## src/rtl/neo_timing_pkg.sv

```systemverilog
// Shared video timing constants for the raster counter chain.
//   CNT_W            : width of the horizontal and vertical counters
//   DEF_LINE_LEN     : default pixels per line
//   DEF_FRAME_LEN    : default lines per frame
//   DEF_HS/HB/VB_*   : default set/clear counts for HSYNC, HBLANK and VBLANK
package neo_timing_pkg;

    localparam int unsigned CNT_W         = 9;

    localparam int unsigned DEF_LINE_LEN  = 384;
    localparam int unsigned DEF_FRAME_LEN = 264;

    localparam int unsigned DEF_HS_START  = 344;
    localparam int unsigned DEF_HS_END    = 376;
    localparam int unsigned DEF_HB_START  = 320;
    localparam int unsigned DEF_HB_END    = 8;
    localparam int unsigned DEF_VB_START  = 240;
    localparam int unsigned DEF_VB_END    = 16;

endpackage

```

## src/rtl/line_timing_gen_mod_counter.sv

```systemverilog
// Modulo-N counter used for both raster axes.
//   ck        : master clock
//   nReset    : synchronous active-low reset
//   ce        : count enable
//   clear     : synchronous clear, overrides ce
//   count     : registered count, 0..MODULUS-1
//   nextCount : value count takes on the next edge (combinational)
//   wrap      : count is at MODULUS-1
module mod_counter
    import neo_timing_pkg::*;
#(
    parameter int unsigned MODULUS = DEF_LINE_LEN
) (
    input  logic             ck,
    input  logic             nReset,
    input  logic             ce,
    input  logic             clear,
    output logic [CNT_W-1:0] count,
    output logic [CNT_W-1:0] nextCount,
    output logic             wrap
);

    localparam logic [CNT_W-1:0] LAST = CNT_W'(MODULUS - 1);

    always_comb begin
        wrap = (count == LAST);
    end

    // Clear is independent of ce so the vertical counter, whose ce is
    // gated by the horizontal wrap, still clears on any enabled resync.
    always_comb begin
        nextCount = count;
        if (clear) begin
            nextCount = '0;
        end else if (ce) begin
            nextCount = wrap ? '0 : count + 1'b1;
        end
    end

    always_ff @(posedge ck) begin
        if (!nReset) begin
            count <= '0;
        end else begin
            count <= nextCount;
        end
    end

endmodule

```

## src/rtl/line_timing_gen.sv

```systemverilog
// Raster counter producing one-clock J/K qualifier pulses for the HSYNC,
// HBLANK and VBLANK flag flip-flops.
//   CK          : master clock
//   nRESET      : synchronous active-low reset
//   CE          : pixel clock enable
//   RESYNC      : frame restart request, honoured only when CE=1
//   HCNT, VCNT  : registered horizontal / vertical counts
//   J_xx, K_xx  : set / clear qualifier pulses for the downstream flags
//   LINE_START  : pulse when HCNT enters 0
//   FRAME_START : pulse when (HCNT,VCNT) enters (0,0)
module line_timing_gen
    import neo_timing_pkg::*;
#(
    parameter int unsigned LINE_LEN  = DEF_LINE_LEN,
    parameter int unsigned FRAME_LEN = DEF_FRAME_LEN,
    parameter int unsigned HS_START  = DEF_HS_START,
    parameter int unsigned HS_END    = DEF_HS_END,
    parameter int unsigned HB_START  = DEF_HB_START,
    parameter int unsigned HB_END    = DEF_HB_END,
    parameter int unsigned VB_START  = DEF_VB_START,
    parameter int unsigned VB_END    = DEF_VB_END
) (
    input  logic             CK,
    input  logic             nRESET,
    input  logic             CE,
    input  logic             RESYNC,
    output logic [CNT_W-1:0] HCNT,
    output logic [CNT_W-1:0] VCNT,
    output logic             J_HS,
    output logic             K_HS,
    output logic             J_HB,
    output logic             K_HB,
    output logic             J_VB,
    output logic             K_VB,
    output logic             LINE_START,
    output logic             FRAME_START
);

    if (LINE_LEN > (1 << CNT_W) || FRAME_LEN > (1 << CNT_W)) begin : gBadLen
        $error("line_timing_gen: LINE_LEN/FRAME_LEN exceed counter range");
    end
    if (HS_START >= LINE_LEN || HS_END >= LINE_LEN || HB_START >= LINE_LEN ||
        HB_END >= LINE_LEN || VB_START >= FRAME_LEN || VB_END >= FRAME_LEN) begin : gBadPos
        $error("line_timing_gen: START/END value out of range");
    end
    if (HS_START == HS_END || HB_START == HB_END || VB_START == VB_END) begin : gBadPair
        $error("line_timing_gen: START equals END within a pair");
    end

    localparam logic [CNT_W-1:0] HS_SET = CNT_W'(HS_START);
    localparam logic [CNT_W-1:0] HS_CLR = CNT_W'(HS_END);
    localparam logic [CNT_W-1:0] HB_SET = CNT_W'(HB_START);
    localparam logic [CNT_W-1:0] HB_CLR = CNT_W'(HB_END);
    localparam logic [CNT_W-1:0] VB_SET = CNT_W'(VB_START);
    localparam logic [CNT_W-1:0] VB_CLR = CNT_W'(VB_END);

    logic [CNT_W-1:0] nH;
    logic [CNT_W-1:0] nV;
    logic             wrapH;
    logic             vWrapUnused;
    logic             resyncEn;
    logic             vCe;

    always_comb begin
        resyncEn = CE & RESYNC;
        vCe      = CE & wrapH;
    end

    mod_counter #(.MODULUS(LINE_LEN)) uHCount (
        .ck        (CK),
        .nReset    (nRESET),
        .ce        (CE),
        .clear     (resyncEn),
        .count     (HCNT),
        .nextCount (nH),
        .wrap      (wrapH)
    );

    mod_counter #(.MODULUS(FRAME_LEN)) uVCount (
        .ck        (CK),
        .nReset    (nRESET),
        .ce        (vCe),
        .clear     (resyncEn),
        .count     (VCNT),
        .nextCount (nV),
        .wrap      (vWrapUnused)
    );

    // Decoding the next counts means each pulse lines up with the first
    // cycle the counters show the trigger value.
    always_ff @(posedge CK) begin
        if (!nRESET || !CE) begin
            J_HS        <= 1'b0;
            K_HS        <= 1'b0;
            J_HB        <= 1'b0;
            K_HB        <= 1'b0;
            J_VB        <= 1'b0;
            K_VB        <= 1'b0;
            LINE_START  <= 1'b0;
            FRAME_START <= 1'b0;
        end else begin
            J_HS        <= (nH == HS_SET);
            K_HS        <= (nH == HS_CLR);
            J_HB        <= (nH == HB_SET);
            K_HB        <= (nH == HB_CLR);
            J_VB        <= (nH == '0) && (nV == VB_SET);
            K_VB        <= (nH == '0) && (nV == VB_CLR);
            LINE_START  <= (nH == '0);
            FRAME_START <= (nH == '0) && (nV == '0);
        end
    end

endmodule
```

## config.mk

```make
export PLATFORM = sky130hd
export DESIGN_NAME = line_timing_gen
export DESIGN_NICKNAME = d
export VERILOG_FILES = /design/src/rtl/neo_timing_pkg.sv /design/src/rtl/line_timing_gen_mod_counter.sv /design/src/rtl/line_timing_gen.sv
export SDC_FILE = /design/constraint.sdc
export NUM_CORES = 1
export LEC_CHECK = 0
export BUFFER_PORTS_ARGS = -buffer_cell sky130_fd_sc_hd__buf_2
export CAP_MARGIN = 20
export CORE_MARGIN = 4
export CORE_UTILIZATION = 50
export DETAILED_ROUTE_END_ITERATION = 7
export MAX_ROUTING_LAYER = met4
export PLACE_DENSITY_LB_ADDON = 0.15
export REMOVE_ABC_BUFFERS = 1
export SETUP_SLACK_MARGIN = 0.15
export SLEW_MARGIN = 25
export SYNTH_ARGS = -nofsm -noshare
export SYNTH_HDL_FRONTEND = slang
export SYNTH_SLANG_ARGS = --single-unit
```

## constraint.sdc

```tcl
create_clock -name CK -period 2.45 [get_ports CK]
set_input_delay 0.1225 -clock CK [delete_from_list [all_inputs] [get_ports CK]]
set_output_delay 0.1225 -clock CK [all_outputs]
set_load 0.005 [all_outputs]
```

Word-level counts from Yosys, hierarchy flattened
Cells that the tools add are included.

Bits of input ports: 4. Output and inout port bits: 26. Logic and storage cells: 36. Register bits: 26.

Bitwise gates (word level): 2. Equality and inequality tests: 8. Reductions and logical operators: 8. Muxes and demuxes: 6. Add/sub/neg operators: 2.

Operators by type and width (number): $mux W9 (6); $eq A9 B9 Y1 const B (5); $add A9 B1 Y9 const B (2); $logic_not A9 Y1 (2); $eq A9 B4 Y1 const B (1); $eq A9 B5 Y1 const B (1); $eq A9 B8 Y1 const B (1); $logic_and A1 B1 Y1 (3); $and A1 B1 Y1 (2); $logic_not A1 Y1 (2); $logic_or A1 B1 Y1 (1).

Longest topological paths before layout
Word-level depth: 6. Mapped depth: 8. Mapped depth without buffers: 7.

Hierarchy
A second synthesis with hierarchy kept.

Cells, all modules: 151. Area, all modules: 1332.5 um^2.

By module, submodules not included: mod_counter at uHCount (seq. area each 180.2 um^2, area each 493.0 um^2, instances 1, cells each 61); mod_counter at uVCount (seq. area each 180.2 um^2, area each 483.0 um^2, instances 1, cells each 56); line_timing_gen (seq. area each 160.2 um^2, area each 356.6 um^2, instances 1, cells each 34).

Worst setup path before layout
OpenSTA, ideal clock, no wires.

Path type: register to register. From: register uHCount.count[0]. To: register J_VB. Period minus slack after synthesis: 2.203 ns. Data arrival time: 2.143 ns. Required time: 2.390 ns. Stages on the path, launching flop included: 8. Setup slack: 0.247 ns. Buffers on the path: 0. Setup time: 0.060 ns. Cells stage by stage: dfxtp_1 > ha_1 > nand3_4 > or3_4 > or3_4 > a31oi_4 > o2111ai_1 > and3b_1.

Cells in the longest elaborated chain, start to end: 6. Elaborated cells between the ends (all ways): 11. Classes of those cells: add/sub (1); eq/ne (2); mux (5); bitwise (1); reduce/logical (2).

RTL lines: start: declaration (line line_timing_gen_mod_counter.sv:18) `output logic [CNT_W-1:0] count,`; start signal: assignment (line line_timing_gen_mod_counter.sv:44) `count <= nextCount;`; $add A9 B1 Y9 or $eq A9 B9 Y1 (tied branches) (line line_timing_gen_mod_counter.sv:36, line_timing_gen_mod_counter.sv:26); $mux W9 or $and A1 B1 Y1 (tied branches) (line line_timing_gen_mod_counter.sv:36, line_timing_gen.sv:66); $mux W9 (line line_timing_gen_mod_counter.sv:35) `end else if (ce) begin`; $mux W9 (line line_timing_gen_mod_counter.sv:33) `if (clear) begin`; $logic_not A9 Y1 or $eq A9 B8 Y1 (tied branches) (line line_timing_gen.sv:106) `J_VB <= (nH == '0) && (nV == VB_SET);`; $logic_and A1 B1 Y1 * (line line_timing_gen.sv:106); end signal: assignment (line line_timing_gen.sv:106); end: declaration (line line_timing_gen.sv:33) `output logic J_VB,`.

Every way passes the cells marked *; elsewhere a longest branch is shown, timed or not. A chain may end at the register's enable or synchronous reset.

Final worst setup path
From: register uVCount.count[4]. To: register J_VB.

Cells in the longest elaborated chain, start to end: 6. Elaborated cells between the ends (all ways): 7. Classes of those cells: add/sub (1); eq/ne (2); mux (3); reduce/logical (1).

RTL lines: start: declaration (line line_timing_gen_mod_counter.sv:18); start signal: assignment (line line_timing_gen_mod_counter.sv:44); $add A9 B1 Y9 or $eq A9 B9 Y1 (tied branches) (line line_timing_gen_mod_counter.sv:36, line_timing_gen_mod_counter.sv:26); $mux W9 (line line_timing_gen_mod_counter.sv:36) `nextCount = wrap ? '0 : count + 1'b1;`; $mux W9 * (line line_timing_gen_mod_counter.sv:35); $mux W9 * (line line_timing_gen_mod_counter.sv:33); $eq A9 B8 Y1 * (line line_timing_gen.sv:106); $logic_and A1 B1 Y1 * (line line_timing_gen.sv:106).

Marked as above.

==> reports/qor.yml <==
outcome:
  status: "finished, final reports clean"
finish:
  seqCellArea_um2: 529
  multi_input_area_um2: 860
  drive_gt1_frac: 0.285
  num_antenna_cells: 0
  utilization: 0.620
  area_growth_pct: 19.9
  fillers: 252
  final-instance-count-excl-fill: 231
  final_net_count: 207
global_route:
  grt_first_pass_wirelength_mm: 5.58
  antenna_found_initial: 0
  grt_start_max_net_pins: 16
  grt.total_usage: 0.204
  grt_pass1_vias: 1191
  grt_overflow: 0
clocking:
  cts.path.max_buffers: 2
  cts_sinks: 26
  cts_root_buf: "clkbuf_4"
  ctsHoldBuffers: 0
  h-tree-depth: 1
  numCtsBuffers: 3
  cts_tree: "built"
  insertion_delay_ps: 320
  clkSlewWorstSetupHoldPaths_ps: 150
drt:
  first_pass_iters: 5
  drc_errors: 0
  via_count: 1368
  initialDrtViolationCount: 76
  wire_per_inst_um: 14.8
  routed_wirelength_mm: 3.43
  postRouteAntennaNets: 0
  vias_per_cell: 5.92
timing:
  skew_ps: 10.1
  fin_crit_ps: 2180
  rsz0062_at_grt: "false"
  final.setup.tns_ps: 0
  worst_slew_pin_slew_ps: 679
  hold_viol: 0
  drv_slew: 0
  setup_ws_ps: 269
  setup_viol_count_final: 0
  fin_crit_sh: 0.890
  slew_headroom: 0.544
  fmax_ghz: 0.459
synth:
  syn_area_per_cell_um2: 8.46
  synth_warnings: 0
  postSynthCellCount: 167
  netlist_area_um2: 1410
  synth-main-ff-cell: "dfxtp_1"
  synth.distinct_cells: 45
  yosys-top-cells-area: "dfxtp_1 37%, nor2_1 5.0%, a21oi_1 4.3%"
  synthArstFlopShare: 0
  synth_edf_count: 0
  synth_seq_cells: 26
  synth_top_cell_by_area: "dfxtp_1"
  synth_top_area_share: 0.368
  seq_area_frac_synth: 0.368
power_and_ir_drop:
  pwr-share-comb: 0.054
  p_leak_uw: 0.000682
  power.switching_uw: 160
  p_int_uw: 607
  ir_worst_vdd_v: 0.000397
  sequentialPowerShare: 0.561
  power_density_nw_per_um2: 453
  p_sw_frac: 0.209
  clockPowerShare: 0.385
placement:
  dp_hpwl_mm: 2.41
  dp_cells: 225
  gp_congestion: 0.888
  io_buffers: 29
  post-place-ws_ps: 118
worst_setup_path:
  path_max_fanout: 9
  r2r_start: "uVCount.count[4]"
  reg2reg_depth: 6
  crit_arrival_ps: 2450
  critPathLaunchType: "register"
  crit_type: "register to register"
  r2r_slack_ps: 270
  worstPathRequired_ps: 2720
  r2r-end: "J_VB"
  end_kind: "register"
floorplan:
  num_rows: 19
  die_h_um: 61.2
  io_pins: 30
  initial_utilization: 0.517
  dieArea_um2: 3740
  core_area_um2: 2730
  die_w_um: 61.2
worst_hold_path:
  min_to: "uHCount.count[8]"
  hold_start: "nRESET"
  min_path_cells: 2
  hp-class: "input pin to register"
job:
  cap_violations: 0
-- cell families after synthesis --
kind of cell	count (synthesis)	share of synthesized area
AOI/OAI and AO/OA	36	0.174
DFF	26	0.368
buffers and inverters	12	0.0452
xor gates and xnor gates	6	0.0372
adders and majority gates	2	0.0177
and+or+nand+nor	85	0.358
-- state kept, by name, indices dropped and copies added (netlist names) --
name	cells
uHCount.count	9
J_VB	1
uVCount.count	9
K_HS	1
K_VB	1
J_HS	1
J_HB	1
FRAME_START	1
LINE_START	1
K_HB	1
-- per-layer routing --
layer / track usage / share of wire / wire (µm) / vias to the layer above
li1: - / - / - / 682
met1: 0.277 / 0.45 / 1530 / 625
met2: 0.313 / 0.47 / 1620 / 54
met3: 0.0273 / 0.063 / 217 / 7
met4: 0.0650 / 0.016 / 55 / 0
met5: - / 0 / 0 / -
-- critical path: stages (launching register included) --
cell	delay (ps)
dfxtp_1	410
or4_1	560
nor2_1	270
o21ai_1	120
a21oi_1	380
o2111ai_2	160
and3b_1	240
-- metrics by stage --
stage	area [µm²]	total power (µW)	hold slack, ps
floorplan	1370	460	244
global placement	1590	477	422
detailed placement	1590	479	425
CTS	1650	769	84.8
global route	1690	796	75.6
finish	1690	767	86.2
-- cell usage after synthesis, types with 3 or more instances --
cell	count
nand4_1	7
dfxtp_1	26
or4_1	4
and3_1	4
nor2_1	19
inv_1	5
buf_2	3
and2_1	5
nor4_1	5
nor3_1	7
nand3_1	4
o21ai_0	8
nand2_1	14
xor2_1	5
a21oi_1	12
-- worst max-delay path by stage --
| stage | start | endpoint | slack, ps | depth (start not counted) |
|---|---|---|---|---|
| 3_5_place_dp | uHCount.count[0] | FRAME_START | 120 | 7 |
| 5_1_grt | uVCount.count[4] | K_VB | 150 | 6 |
| 2_1_floorplan | uHCount.count[0] | J_VB | 190 | 7 |
| 6_report | uVCount.count[4] | J_VB | 270 | 6 |
| 3_3_place_gp | uHCount.count[0] | FRAME_START | 190 | 7 |
| 4_1_cts | uHCount.count[0] | FRAME_START | 160 | 7 |
-- power groups by stage --
stage / Sequential (µW) / Clock, µW / Combinational (µW)
2_1_floorplan: 440 / 0 / 19.9
3_3_place_gp: 439 / 0 / 38.3
3_5_place_dp: 439 / 0 / 39.3
4_1_cts: 431 / 299 / 39.7
5_1_grt: 431 / 319 / 45.8
6_report: 430 / 295 / 41.7
-- area by class of cell --
| class | count | area share |
|---|---|---|
| Sequential cell | 26 | 0.312 |
| Multi-Input combinational cell | 129 | 0.507 |
| Clock buffer | 3 | 0.0133 |
| Tap cell | 31 | 0.0229 |
| Clock inverter | 1 | 0.0177 |
| Timing Repair Buffer | 36 | 0.115 |
| Inverter | 5 | 0.0111 |
-- repair_timing --
action                     4_1_cts  5_1_grt
pin swaps                        1        5
setup endpoints to repair        3        5
resized for setup                4        7
setup buffers                    0        2
gates cloned                     0        0
-- cells in the final DEF (no fill, tap or decap), types with 5 or more instances in the layout --
cell / netlist / layout
nor4_1: 5 / 5
nor2_1: 19 / 19
nor3_1: 7 / 7
a21oi_1: 12 / 12
dfxtp_1: 26 / 23
nand2_1: 14 / 14
inv_1: 5 / 5
xor2_1: 5 / 5
nand4_1: 7 / 7
buf_4: 2 / 6
o21ai_0: 8 / 7
buf_2: 3 / 30
and2_1: 5 / 5
Note: power is estimated with default switching activity, not from simulation.
